## src/rtl/stage_fetch_if.sv

```systemverilog
// Instruction-memory request/response bus between the fetch stage and its memory.
interface stage_fetch_if;
  logic        imem_req;
  logic [31:0] imem_addr;
  logic        imem_ready;
  logic        imem_rvalid;
  logic [31:0] imem_rdata;

  modport master (
    output imem_req,
    output imem_addr,
    input  imem_ready,
    input  imem_rvalid,
    input  imem_rdata
  );

  modport slave (
    input  imem_req,
    input  imem_addr,
    output imem_ready,
    output imem_rvalid,
    output imem_rdata
  );
endinterface

```

## src/rtl/stage_fetch.sv

```systemverilog
// Instruction fetch stage: single-outstanding imem requester, small instruction
// buffer, and a decode-facing output register with stall/nullify/redirect control.
module stage_fetch #(
  parameter logic [31:0] RESET_PC   = 32'hBFC0_0000,
  parameter int unsigned FIFO_DEPTH = 2
) (
  input  logic          clk,
  input  logic          reset,
  input  logic          stall,
  input  logic          nullify,
  input  logic          redirect_valid,
  input  logic [31:0]   redirect_pc,
  stage_fetch_if.master imem,
  output logic          out_valid,
  output logic [31:0]   out_pc,
  output logic [31:0]   out_pcadd4,
  output logic [31:0]   out_instruction
);

  localparam int unsigned PtrW = (FIFO_DEPTH > 1) ? $clog2(FIFO_DEPTH) : 1;
  localparam int unsigned CntW = $clog2(FIFO_DEPTH + 1);
  localparam logic [PtrW-1:0] LastPtr = PtrW'(FIFO_DEPTH - 1);
  localparam logic [CntW-1:0] FullCnt = CntW'(FIFO_DEPTH);

  typedef enum logic [1:0] {F_REQ, F_WAIT, F_DROP} fetch_state_e;

  fetch_state_e state_q, state_d;

  logic [31:0] pc_q;
  logic [31:0] fetch_pc_q;

  logic [31:0]     fifo_pc_q    [FIFO_DEPTH];
  logic [31:0]     fifo_instr_q [FIFO_DEPTH];
  logic [PtrW-1:0] wr_ptr_q, rd_ptr_q;
  logic [CntW-1:0] fifo_count_q;

  logic req;
  logic handshake;
  logic fifo_push;
  logic fifo_pop;
  logic fifo_not_full;

  function automatic logic [PtrW-1:0] ptr_inc(input logic [PtrW-1:0] p);
    return (p == LastPtr) ? '0 : p + PtrW'(1);
  endfunction

  assign fifo_not_full = (fifo_count_q < FullCnt);
  assign handshake     = req & imem.imem_ready;
  // A redirect flushes the buffer, so nothing may leave it in that cycle.
  assign fifo_pop      = !redirect_valid && !nullify && !stall && (fifo_count_q != '0);

  assign imem.imem_req  = req;
  assign imem.imem_addr = pc_q;

  // FSM state register.
  always_ff @(posedge clk or posedge reset) begin
    if (reset) begin
      state_q <= F_REQ;
    end else begin
      state_q <= state_d;
    end
  end

  // FSM next-state: a redirect while a request is in flight routes through F_DROP
  // so the stale response is swallowed.
  always_comb begin
    state_d = state_q;
    unique case (state_q)
      F_REQ: begin
        if (handshake) begin
          state_d = redirect_valid ? F_DROP : F_WAIT;
        end
      end
      F_WAIT: begin
        if (imem.imem_rvalid) begin
          state_d = F_REQ;
        end else if (redirect_valid) begin
          state_d = F_DROP;
        end
      end
      F_DROP: begin
        if (imem.imem_rvalid) begin
          state_d = F_REQ;
        end
      end
      default: state_d = F_REQ;
    endcase
  end

  // FSM outputs: issue only when the buffer can absorb the response.
  always_comb begin
    req       = 1'b0;
    fifo_push = 1'b0;
    unique case (state_q)
      F_REQ:   req = fifo_not_full;
      F_WAIT:  fifo_push = imem.imem_rvalid && !redirect_valid;
      default: ;
    endcase
  end

  // Fetch PC and the address of the in-flight request.
  always_ff @(posedge clk or posedge reset) begin
    if (reset) begin
      pc_q       <= RESET_PC;
      fetch_pc_q <= '0;
    end else begin
      if (handshake) begin
        fetch_pc_q <= pc_q;
      end
      if (redirect_valid) begin
        pc_q <= redirect_pc;
      end else if (handshake) begin
        pc_q <= pc_q + 32'd4;
      end
    end
  end

  // Instruction buffer; simultaneous push and pop both take effect.
  always_ff @(posedge clk or posedge reset) begin
    if (reset) begin
      wr_ptr_q     <= '0;
      rd_ptr_q     <= '0;
      fifo_count_q <= '0;
      for (int i = 0; i < FIFO_DEPTH; i++) begin
        fifo_pc_q[i]    <= '0;
        fifo_instr_q[i] <= '0;
      end
    end else if (redirect_valid) begin
      wr_ptr_q     <= '0;
      rd_ptr_q     <= '0;
      fifo_count_q <= '0;
    end else begin
      if (fifo_push) begin
        fifo_pc_q[wr_ptr_q]    <= fetch_pc_q;
        fifo_instr_q[wr_ptr_q] <= imem.imem_rdata;
        wr_ptr_q               <= ptr_inc(wr_ptr_q);
      end
      if (fifo_pop) begin
        rd_ptr_q <= ptr_inc(rd_ptr_q);
      end
      if (fifo_push && !fifo_pop) begin
        fifo_count_q <= fifo_count_q + CntW'(1);
      end else if (!fifo_push && fifo_pop) begin
        fifo_count_q <= fifo_count_q - CntW'(1);
      end
    end
  end

  // Decode-facing output register; an invalid slot always carries a nop.
  always_ff @(posedge clk or posedge reset) begin
    if (reset) begin
      out_valid       <= 1'b0;
      out_pc          <= '0;
      out_pcadd4      <= '0;
      out_instruction <= '0;
    end else if (redirect_valid || nullify) begin
      out_valid       <= 1'b0;
      out_instruction <= '0;
    end else if (!stall) begin
      if (fifo_pop) begin
        out_valid       <= 1'b1;
        out_pc          <= fifo_pc_q[rd_ptr_q];
        out_pcadd4      <= fifo_pc_q[rd_ptr_q] + 32'd4;
        out_instruction <= fifo_instr_q[rd_ptr_q];
      end else begin
        out_valid       <= 1'b0;
        out_instruction <= '0;
      end
    end
  end

endmodule

```

## src/flat_wrapper.sv

```systemverilog
// flat-port wrapper written by rule: the top's interface ports become plain ports
module stage_fetch_flat 
#(
  parameter logic [31:0] RESET_PC   = 32'hBFC0_0000,
  parameter int unsigned FIFO_DEPTH = 2
)
  (clk, reset, stall, nullify, redirect_valid, redirect_pc, out_valid, out_pc, out_pcadd4, out_instruction, imem_imem_req, imem_imem_addr, imem_imem_ready, imem_imem_rvalid, imem_imem_rdata);
  stage_fetch_if imem_i ();
  input  logic clk;
  input  logic reset;
  input  logic stall;
  input  logic nullify;
  input  logic redirect_valid;
  input  logic [31:0] redirect_pc;
  output logic out_valid;
  output logic [31:0] out_pc;
  output logic [31:0] out_pcadd4;
  output logic [31:0] out_instruction;
  output wire logic [$bits(imem_i.imem_req)-1:0] imem_imem_req;
  output wire logic [$bits(imem_i.imem_addr)-1:0] imem_imem_addr;
  input wire logic [$bits(imem_i.imem_ready)-1:0] imem_imem_ready;
  input wire logic [$bits(imem_i.imem_rvalid)-1:0] imem_imem_rvalid;
  input wire logic [$bits(imem_i.imem_rdata)-1:0] imem_imem_rdata;
  assign imem_imem_req = imem_i.imem_req;
  assign imem_imem_addr = imem_i.imem_addr;
  assign imem_i.imem_ready = imem_imem_ready;
  assign imem_i.imem_rvalid = imem_imem_rvalid;
  assign imem_i.imem_rdata = imem_imem_rdata;
  stage_fetch #(.RESET_PC(RESET_PC), .FIFO_DEPTH(FIFO_DEPTH)) u_core (.clk(clk), .reset(reset), .stall(stall), .nullify(nullify), .redirect_valid(redirect_valid), .redirect_pc(redirect_pc), .imem(imem_i), .out_valid(out_valid), .out_pc(out_pc), .out_pcadd4(out_pcadd4), .out_instruction(out_instruction));
endmodule
```

## config.mk

```make
export PLATFORM = sky130hd
export DESIGN_NAME = stage_fetch_flat
export DESIGN_NICKNAME = d
export VERILOG_FILES = /design/src/rtl/stage_fetch_if.sv /design/src/rtl/stage_fetch.sv /design/src/flat_wrapper.sv
export SDC_FILE = /design/constraint.sdc
export NUM_CORES = 1
export LEC_CHECK = 0
export CORE_MARGIN = 2
export CORE_UTILIZATION = 52
export DETAILED_ROUTE_END_ITERATION = 12
export HOLD_SLACK_MARGIN = 0.05
export PLACE_DENSITY = 0.76
export SYNTH_ARGS = -nofsm -noshare
export SYNTH_HDL_FRONTEND = slang
export SYNTH_SLANG_ARGS = --single-unit
```

## constraint.sdc

```tcl
create_clock -name clk -period 11.65 [get_ports clk]
set_input_delay 2.33 -clock clk [delete_from_list [all_inputs] [get_ports clk]]
set_output_delay 2.33 -clock clk [all_outputs]
set_load 0.05 [all_outputs]
```

==> run metrics <==
status complete, no violations; Final Hold Fails 0; Setup Crit Path Kind in -> reg; CP endpoint kind register; CTS max path bufs 3; actual slew at the worst max-slew pin around 1000 ps; first-pass GRT wire length about 48000 µm; H-tree Lvls 1; DR WL/cell between 15 and 20 µm; initial antenna violation count 0; Hold Crit Class reg -> reg; antenna diode count 0; Detailed Place HPWL about 19000 µm; area of placed instances 15200 µm²; total grt overflow 0; Unique masters post-synth 56; placed cell count between 1500 and 2000; drt total wl slightly below 30000 µm; top cells by count, synth dfrtp_1, mux2_2, nand2_1, o21ai_0, mux2i_1; number of global-route vias before repair 8929; maximum VDD drop 124 µV; Clock Latency Late Sink around 550 ps; core area roughly 24000 µm²; Yosys reg bits between 200 and 300; CTS tree built; RSZ-0062 raised after global routing false; I/O Buffers 200; DR pass1 iterations 5; Tot GR Track Use approximately 22%; post-CTS setup buffer count 0; Resized Gates After CTS 0; relative slew slack 31.5%; Synth Cell Area 13000 µm²; Cells after Synth about 1100; die footprint between 20000 and 30000 µm²; final-report setup violation count 0; post-route DRC violation count 0; CTS Buf Count 30; Synth top area share between 50% and 60%; Starting Density between 50 and 60%; P_leak ~6.9 nW; number of flops mapped to enable cells by yosys 0; Max-cap violations 0; most frequent cell after synthesis dfrtp_1; Startpoint Class input port; CP max FO 71; routability cong. between 0.8 and 0.9; Hold Buf Count CTS 0; die height 162 µm; Final Non-Filler Cells about 1600; Sum Neg Setup Slack 0 ps; sequential area share after synthesis 56.6%; nets roughly 1300; fmax ~0.22 GHz; Avg Synthesized Cell Area about 12 µm²; Top Ports around 200; # clock sinks 293; Final Max Slew Viols 0; syn nets approximately 1200; Primary FF master, synth dfrtp_1; P per Cell Area 207 nW/µm²; fin crit share around two fifths; Crit path required time between 10000 and 15000 ps; Crit path arrival time about 5100 ps; # rows 57; antenna viol nets, final 0; largest net degree at the start of global routing between 100 and 150; area delta synth->final 25.4%; routed via count between 8000 and 9000; biggest area consumer among synthesized cells dfrtp_1; Ys Warns 0; share of layout cells above drive strength 1 between 20% and 30%; Die W about 160 µm; Fill cells roughly 1800; Async SR Flop Fraction 100%; vias per inst approximately 5.5; DRT iter0 DRCs approximately 520; Final Instance Area 16300 µm²; Worst Skew 7.65 ps; clock transition at the registers of the reported paths ~60 ps; Synth area leaders dfrtp_1, mux2_2, nand2_1; CTS root buffer clkbuf_16; Final min period 4610 ps
-- sequential cells by signal (all words and copies together), names as in the netlist, 2 cells and up --
register / count
u_core.fetch_pc_q: 32
u_core.fifo_count_q: 2
u_core.fifo_instr_q: 64
u_core.fifo_pc_q: 64
u_core.imem.imem_addr: 32
u_core.out_instruction: 32
u_core.out_pc: 30
u_core.out_pcadd4: 32
u_core.state_q: 2
-- final cells by class --
| type | instances | area (µm²) | share of cell area [%] |
|---|---|---|---|
| inverter | 7 | 33.8 | 0.208 |
| sequential | 293 | 7350 | 45.2 |
| tap | 324 | 405 | 2.49 |
| clock inverter | 10 | 140 | 0.861 |
| clock buffer | 45 | 887 | 5.45 |
| multi-input combinational | 727 | 5370 | 33.0 |
| timing repair buffer | 212 | 2090 | 12.8 |
-- logic make-up (layout without fill, tap and decap cells) --
logic type	after synthesis	count (layout)	synth area share (%)
simple gates	307	307	12.0
flops	293	293	56.6
mux	228	228	19.2
compound gates	140	140	6.30
buf+inv	69	274	2.29
xor+xnor	50	50	3.37
fa+ha+maj	2	2	0.193
-- placed cells by master, fill, tap and decap left out, drive strengths merged, types with 20 or more instances in the layout --
cell,count
dfrtp,284
clkdlybuf4s50,199
mux2,171
nand2,156
o21ai,101
mux2i,57
clkbuf,45
nand3,39
xnor2,28
nand4,27
xor2,22
nor2,20
-- power breakdown --
part	leakage [nW]	internal (W)	switching [W]
Clock	0.509	0.000591	0.000390
Sequential	3.84	0.00127	0.000205
Combinational	2.60	0.000389	0.000518
-- layer usage --
| metal | part of all wire (%) | vias to the layer above | GRT usage, % |
|---|---|---|---|
| met3 | 4.8 | 40 | 2.91 |
| met2 | 44 | 224 | 34.1 |
| li1 | - | 4232 | - |
| met4 | 1.8 | 0 | 5.63 |
| met5 | 0 | - | 0 |
| met1 | 49 | 4467 | 34.2 |
-- critical path: stages --
cell	delay, ps
buf_2	90
buf_4	310
nor3_1	610
o21a_1	900
nand2_1	170
or4_1	560
nand3_1	90
-- final timing paths --
path / start / endpoint / slack [ps] / cells after the start
setup / recovery: redirect_valid / u_core.out_pcadd4[28]$_DFFE_PP0P_ / 7040 / 7
hold / removal: u_core.out_valid$_DFFE_PP0P_ / u_core.out_valid$_DFFE_PP0P_ / 470 / 2
setup reg to reg: u_core.rd_ptr_q$_DFFE_PP0P_ / u_core.out_pcadd4[25]$_DFFE_PP0P_ / 7980 / 6
hold reg to reg: u_core.out_valid$_DFFE_PP0P_ / u_core.out_valid$_DFFE_PP0P_ / 470 / 2
max in group asynchronous: reset / u_core.out_pcadd4[21]$_DFFE_PP0P_ / 7680 / 3
min in group asynchronous: reset / u_core.out_pc[4]$_DFFE_PP0P_ / 2400 / 2
-- metrics by stage --
stage | power [W] | util, % | setup WS, ps | hold slack (ps)
2_1_floorplan | 0.00206 | - | 1240 | 474
3_5_place_dp | 0.00239 | 62.5 | 6500 | 465
4_1_cts | 0.00338 | 66.7 | 7050 | 480
6_report | 0.00336 | 66.7 | 7040 | 472
3_3_place_gp | 0.00236 | 62.5 | 6540 | 461
5_1_grt | 0.00352 | 66.7 | 6870 | 502
Note: power is estimated with default switching activity, not from simulation.
